--- config.mk ---
export PLATFORM = sky130hd
export DESIGN_NAME = pulse_train_sched_flat
export DESIGN_NICKNAME = d
export VERILOG_FILES = /design/src/rtl/pulse_train_sched_pkg.sv /design/src/rtl/pulse_train_sched_if.sv /design/src/rtl/pulse_train_sched_period_pulse_gen.sv /design/src/rtl/pulse_train_sched.sv /design/src/flat_wrapper.sv
export SDC_FILE = /design/constraint.sdc
export NUM_CORES = 1
export LEC_CHECK = 0
export CORE_AREA = 10 10 81 83
export DETAILED_ROUTE_END_ITERATION = 12
export DIE_AREA = 0 0 91 93
export GPL_TIMING_DRIVEN = 0
export HOLD_SLACK_MARGIN = 0.08
export PLACE_DENSITY = 0.82
export SLEW_MARGIN = 20
export SYNTH_ARGS = -nofsm -noshare
export SYNTH_HDL_FRONTEND = slang
export SYNTH_HIERARCHICAL = 1
export SYNTH_SLANG_ARGS = --single-unit
--- constraint.sdc ---
create_clock -name clk -period 2.4 [get_ports clk]
set_clock_uncertainty 0.1 [all_clocks]
set_input_delay 0.48 -clock clk [delete_from_list [all_inputs] [get_ports clk]]
set_output_delay 0.48 -clock clk [all_outputs]
set_load 0.01 [all_outputs]
--- src/rtl/pulse_train_sched_pkg.sv ---
// Shared types and default sizing for the pulse-train scheduler.
package pulse_sched_pkg;

    localparam int unsigned N_CH_DEF = 2;
    localparam int unsigned PW_DEF   = 8;
    localparam int unsigned CW_DEF   = 8;

    typedef enum logic {
        IDLE = 1'b0,
        RUN  = 1'b1
    } state_t;

    // Channel index width, kept at least one bit for a single-channel build.
    function automatic int unsigned ch_w(input int unsigned n);
        return (n > 1) ? $clog2(n) : 1;
    endfunction

endpackage

--- src/rtl/pulse_train_sched_if.sv ---
// Request/config/status bundle between requesters and the pulse-train scheduler.
interface pulse_train_sched_if #(
    parameter int unsigned N_CH = pulse_sched_pkg::N_CH_DEF,
    parameter int unsigned PW   = pulse_sched_pkg::PW_DEF,
    parameter int unsigned CW   = pulse_sched_pkg::CW_DEF
) ();
    localparam int unsigned CHW = pulse_sched_pkg::ch_w(N_CH);

    logic [N_CH-1:0]    req;
    logic [N_CH*PW-1:0] period;
    logic [N_CH*CW-1:0] count;
    logic               abort;
    logic [N_CH-1:0]    ack;
    logic [N_CH-1:0]    done;
    logic               op_sig;
    logic               busy;
    logic [CHW-1:0]     cur_ch;

    modport master (
        output req, period, count, abort,
        input  ack, done, op_sig, busy, cur_ch
    );

    modport slave (
        input  req, period, count, abort,
        output ack, done, op_sig, busy, cur_ch
    );

endinterface

--- src/rtl/pulse_train_sched_period_pulse_gen.sv ---
// Period counter: after load, strobes o_pulse once every latched-period cycles while enabled.
module period_pulse_gen #(
    parameter int unsigned PW = 8
) (
    input  logic          clk,
    input  logic          rst,
    input  logic          i_load,
    input  logic          i_en,
    input  logic [PW-1:0] i_period,
    output logic          o_pulse,
    output logic          o_wrap
);

    logic [PW-1:0] r_period;
    logic [PW-1:0] r_cnt;
    logic          r_pulse;

    // r_cnt counts down to zero; the registered strobe follows the zero cycle,
    // which places pulses exactly P cycles after load and every P thereafter.
    always_ff @(posedge clk or posedge rst) begin
        if (rst) begin
            r_period <= '0;
            r_cnt    <= '0;
            r_pulse  <= 1'b0;
        end else if (i_load) begin
            r_period <= i_period;
            r_cnt    <= i_period - PW'(1);
            r_pulse  <= 1'b0;
        end else if (i_en) begin
            r_pulse <= (r_cnt == '0);
            r_cnt   <= (r_cnt == '0) ? (r_period - PW'(1)) : (r_cnt - PW'(1));
        end else begin
            r_pulse <= 1'b0;
        end
    end

    assign o_pulse = r_pulse;
    assign o_wrap  = (r_cnt == '0);

endmodule

--- src/rtl/pulse_train_sched.sv ---
// Round-robin scheduler granting one channel at a time a train of C pulses spaced P cycles apart.
module pulse_train_sched
    import pulse_sched_pkg::*;
#(
    parameter int unsigned N_CH = N_CH_DEF,
    parameter int unsigned PW   = PW_DEF,
    parameter int unsigned CW   = CW_DEF
) (
    input logic                clk,
    input logic                rst,
    pulse_train_sched_if.slave bus
);

    localparam int unsigned CHW = ch_w(N_CH);

    state_t          r_state;
    state_t          w_state_nxt;
    logic [CHW-1:0]  r_last;
    logic [CHW-1:0]  w_last_nxt;
    logic [CHW-1:0]  r_cur;
    logic [CHW-1:0]  w_cur_nxt;
    logic [CW-1:0]   r_left;
    logic [CW-1:0]   w_left_nxt;
    logic [N_CH-1:0] r_ack;
    logic [N_CH-1:0] w_ack_nxt;
    logic [N_CH-1:0] r_done;
    logic [N_CH-1:0] w_done_nxt;
    logic            r_busy;
    logic            w_busy_nxt;

    logic            w_grant_vld;
    logic [CHW-1:0]  w_grant_ch;
    logic [PW-1:0]   w_sel_p;
    logic [CW-1:0]   w_sel_c;
    logic            w_load;
    logic            w_en;
    logic            w_pulse;
    logic            w_wrap;

    always_comb begin
        w_grant_vld = 1'b0;
        w_grant_ch  = '0;
        for (int unsigned i = 1; i <= N_CH; i++) begin
            if (!w_grant_vld && bus.req[(32'(r_last) + i) % N_CH]) begin
                w_grant_vld = 1'b1;
                w_grant_ch  = CHW'((32'(r_last) + i) % N_CH);
            end
        end
    end

    assign w_sel_p = bus.period[32'(w_grant_ch)*PW +: PW];
    assign w_sel_c = bus.count[32'(w_grant_ch)*CW +: CW];

    // The last pulse and done are produced by the same edge; RUN then lingers
    // one cycle with r_left==0 so busy drops in the cycle after done.
    always_comb begin
        w_state_nxt = r_state;
        w_last_nxt  = r_last;
        w_cur_nxt   = r_cur;
        w_left_nxt  = r_left;
        w_ack_nxt   = '0;
        w_done_nxt  = '0;
        w_load      = 1'b0;
        w_en        = 1'b0;
        unique case (r_state)
            IDLE: begin
                if (w_grant_vld) begin
                    w_load                = 1'b1;
                    w_ack_nxt[w_grant_ch] = 1'b1;
                    w_cur_nxt             = w_grant_ch;
                    w_last_nxt            = w_grant_ch;
                    w_left_nxt            = w_sel_c;
                    if (w_sel_p != '0 && w_sel_c != '0) begin
                        w_state_nxt = RUN;
                    end else begin
                        w_done_nxt[w_grant_ch] = 1'b1;
                    end
                end
            end
            RUN: begin
                if (r_left == '0 || bus.abort) begin
                    w_state_nxt = IDLE;
                end else begin
                    w_en = 1'b1;
                    if (w_wrap) begin
                        w_left_nxt = r_left - CW'(1);
                        if (r_left == CW'(1)) begin
                            w_done_nxt[r_cur] = 1'b1;
                        end
                    end
                end
            end
            default: w_state_nxt = IDLE;
        endcase
        w_busy_nxt = (w_state_nxt == RUN);
    end

    always_ff @(posedge clk or posedge rst) begin
        if (rst) begin
            r_state <= IDLE;
            r_last  <= CHW'(N_CH - 1);
            r_cur   <= '0;
            r_left  <= '0;
            r_ack   <= '0;
            r_done  <= '0;
            r_busy  <= 1'b0;
        end else begin
            r_state <= w_state_nxt;
            r_last  <= w_last_nxt;
            r_cur   <= w_cur_nxt;
            r_left  <= w_left_nxt;
            r_ack   <= w_ack_nxt;
            r_done  <= w_done_nxt;
            r_busy  <= w_busy_nxt;
        end
    end

    period_pulse_gen #(
        .PW(PW)
    ) u_ppg (
        .clk     (clk),
        .rst     (rst),
        .i_load  (w_load),
        .i_en    (w_en),
        .i_period(w_sel_p),
        .o_pulse (w_pulse),
        .o_wrap  (w_wrap)
    );

    assign bus.ack    = r_ack;
    assign bus.done   = r_done;
    assign bus.op_sig = w_pulse;
    assign bus.busy   = r_busy;
    assign bus.cur_ch = r_cur;

endmodule

--- src/flat_wrapper.sv ---
// flat-port wrapper written by rule: the top's interface ports become plain ports
module pulse_train_sched_flat import pulse_sched_pkg::*;
#(
    parameter int unsigned N_CH = N_CH_DEF,
    parameter int unsigned PW   = PW_DEF,
    parameter int unsigned CW   = CW_DEF
)
  (clk, rst, bus_req, bus_period, bus_count, bus_abort, bus_ack, bus_done, bus_op_sig, bus_busy, bus_cur_ch);
  pulse_train_sched_if #(.N_CH(N_CH), .PW(PW), .CW(CW)) bus_i ();
  input logic clk;
  input logic rst;
  input wire logic [$bits(bus_i.req)-1:0] bus_req;
  input wire logic [$bits(bus_i.period)-1:0] bus_period;
  input wire logic [$bits(bus_i.count)-1:0] bus_count;
  input wire logic [$bits(bus_i.abort)-1:0] bus_abort;
  output wire logic [$bits(bus_i.ack)-1:0] bus_ack;
  output wire logic [$bits(bus_i.done)-1:0] bus_done;
  output wire logic [$bits(bus_i.op_sig)-1:0] bus_op_sig;
  output wire logic [$bits(bus_i.busy)-1:0] bus_busy;
  output wire logic [$bits(bus_i.cur_ch)-1:0] bus_cur_ch;
  assign bus_i.req = bus_req;
  assign bus_i.period = bus_period;
  assign bus_i.count = bus_count;
  assign bus_i.abort = bus_abort;
  assign bus_ack = bus_i.ack;
  assign bus_done = bus_i.done;
  assign bus_op_sig = bus_i.op_sig;
  assign bus_busy = bus_i.busy;
  assign bus_cur_ch = bus_i.cur_ch;
  pulse_train_sched #(.N_CH(N_CH), .PW(PW), .CW(CW)) u_core (.clk(clk), .rst(rst), .bus(bus_i));
endmodule
==> flow_summary.ini <==
[cts]
root_buffer = clkbuf_8
htreeDepth = 2
clkLatencyLatePin_ps = 290
cts_tree = built
clock_sinks = 32
clk_pin_slew_ps = 70
cts_buffer_depth = 2
cts_buffers = 5

[logic_synthesis]
syn_area_sq_um = 2200
yosysSeqAreaShare_pct = 36.5
synth_area_leaders = dfrtp_1, mux2_2, nand2_1
ys.flop_type = dfrtp_1
ys_types = 59
netlist.area_leader.share_pct = 35.3
synthTopCellsByCount = dfrtp_1, nand2_1, mux2_2, nor2_1
yosysTopAreaCell = dfrtp_1
synth.avg_cell_area_sq_um = 9.46
syn-num-nets = 273
synth_most_common_cell = dfrtp_1
synth_edf_count = 0
ys_seq_elements = 32
ys_warn_count = 6
netlist_instances = 232
async_flop_share_pct = 100

[grt]
overflow = 0
grt_pass1_vias = 2070
grt_max_degree = 20
globalRouteTotalUtil_pct = 14.7
grt_pass1_wl_mm = 10.2
antenna_found_initial = 0

[setup_path]
cp-startpoint = u_core/u_ppg/r_cnt[0]
crit_required_ps = 2480
crit_type = flop to flop
worst_setup_path_end_kind = flop
crit_family = simple AND/OR/NAND/NOR gates
path_max_fanout = 7
arrival_ps = 2400
timing.reg2reg.setup_slack_ps = 80
critPathSlowestCell = or4_4
path_cells = or4_4, nor2_4, buf_4, nand3b_1, a31o_2, a21o_1, a22o_1
startpoint_type = flop
reg2reg_from = u_core/u_ppg/r_cnt[0]
slowest_delay_ps = 570
worst-path-buf-inv = 1

[floorplanning]
start_util_pct = 43.8
die_h_microns = 93
coreArea_sq_um = 5010
dieArea_sq_um = 8460
rows = 26
pin_count = 44
fp.dieW_microns = 91

[pwr]
ir_drop_v = 0.000319
p_leak_nw = 1.20
power_density_nw_per_um2 = 1080

[routing]
drt_iter0_markers = 227
dr_total_vias = 2157
vias_per_cell = 6.03
totalWireLength_mm = 6.30
ant_nets = 0
drc = 0
dr.pass1.iters = 5
routedWlPerCell_microns = 17.6

[timing]
tightest_slew_ps = 662
slew_violations = 0
setup_viol = 0
fmax_ghz = 0.431
relSlewSlack_pct = 55.4
hold_viol_final = 0
period_share_pct = 96.7
finalCriticalPeriod_ps = 2320
tns_ps = 0

[finish]
num-nets-final = 328
fin_util_pct = 58.9
drive_gt1_share_pct = 21.2
area_growth_pct = 34.4
n_antenna_cell = 0

[placed_design]
port-buffer-count = 43
dp_hpwl_mm = 4.68
gp_congestion = 0.926

[outcome]
status = complete, no violations

[min_path]
hold_class = flop to flop
min_from = u_core/r_last

[run]
drv_cap = 0
==> tightest hold or removal path: cells and delay by family, from the launching register on <==
family	cells	cell delay (ps)
simple gates	2	100
flops	1	380
==> flip-flops by register name, indices dropped and copies added, names as in the netlist <==
signal,flops
u_core/bus.done,2
u_core/u_ppg/r_cnt,8
u_core/bus.ack,2
u_core/bus.busy,1
u_core/u_ppg/o_pulse,1
u_core/r_left,8
u_core/u_ppg/r_period,8
u_core/bus.cur_ch,1
u_core/r_last,1
==> metrics by stage <==
stage               worst slack [ps]  hold WS, ps  area [sq um]  instances  power, mW
floorplan                       23.3          281          2220        232       2.14
global placement                -760          357          2730        345       2.51
detailed placement              -810          362          2730        345       2.56
CTS                             76.3          380          2930        358       3.10
global route                   -8.85          391          2950        358       3.39
finish                          79.4          380          2950        358       3.17
==> report_power, final <==
part	total [mW]	internal (mW)	switching (mW)
Sequential	1.08	0.785	0.300
Combinational	1.66	0.803	0.858
Clock	0.428	0.228	0.200
==> cells by family (layout without fill, tap and decap cells) <==
group	Yosys count	after routing	share of synthesized area, %
adder cells (fa/ha/maj)	4	4	2.28
buffers and inverters	21	77	4.50
AO/OA/AOI/OAI	64	64	21.9
flip-flops	32	32	36.5
XOR/XNOR	4	4	1.60
AND/OR/NAND/NOR	83	83	21.2
multiplexers	24	24	12.0
==> placed cells by master, fill, tap and decap left out, drive strengths merged, types with 3 or more instances in the layout <==
master / n
a22oi: 3
a211o: 3
ha: 4
dfrtp: 31
mux2i: 6
clkbuf: 9
a31o: 4
o31ai: 4
a21o: 3
nor4: 11
clkdlybuf4s50: 41
or4: 4
nand2: 20
nor2: 16
nor2b: 3
o21ai: 15
nand4: 4
xor2: 4
mux2: 18
a22o: 3
nor3: 9
inv: 12
a21oi: 7
nand3: 3
buf: 11
a31oi: 5
==> routing by layer <==
metal / vias up / share of wire, % / GRT usage, %
li1: 990 / - / -
met1: 1025 / 41 / 17.5
met2: 122 / 48 / 24.6
met3: 20 / 8.1 / 3.28
met4: 0 / 3.0 / 7.31
met5: - / 0 / 0
==> worst paths after layout <==
check / end / depth (start not counted)
max: u_core/r_left[5] / 7
min: u_core/r_last / 2
max reg2reg: u_core/r_left[5] / 7
min reg2reg: u_core/r_last / 2
max in group asynchronous: u_core/u_ppg/r_cnt[4] / 2
min in group asynchronous: u_core/r_left[0] / 2
==> area by class of cell <==
cell class	count	area (sq um)
Multi-Input combinational cell	179	1370
Timing Repair Buffer	50	480
Clock inverter	2	10.0
Tap cell	70	87.6
Fill cell	432	2060
Inverter	12	50.0
Clock buffer	6	82.6
Sequential cell	32	802
Buffer	7	70.1
==> repair_timing <==
| item | in CTS | in global routing |
|---|---|---|
| buffers inserted | 7 | 0 |
| hold buffers | 0 | 0 |
| pin swaps | 6 | 0 |
| resized for setup | 19 | 5 |
| endpoints found under the setup margin | 11 | 8 |
No activity file was read; power rests on OpenSTA's default activity.
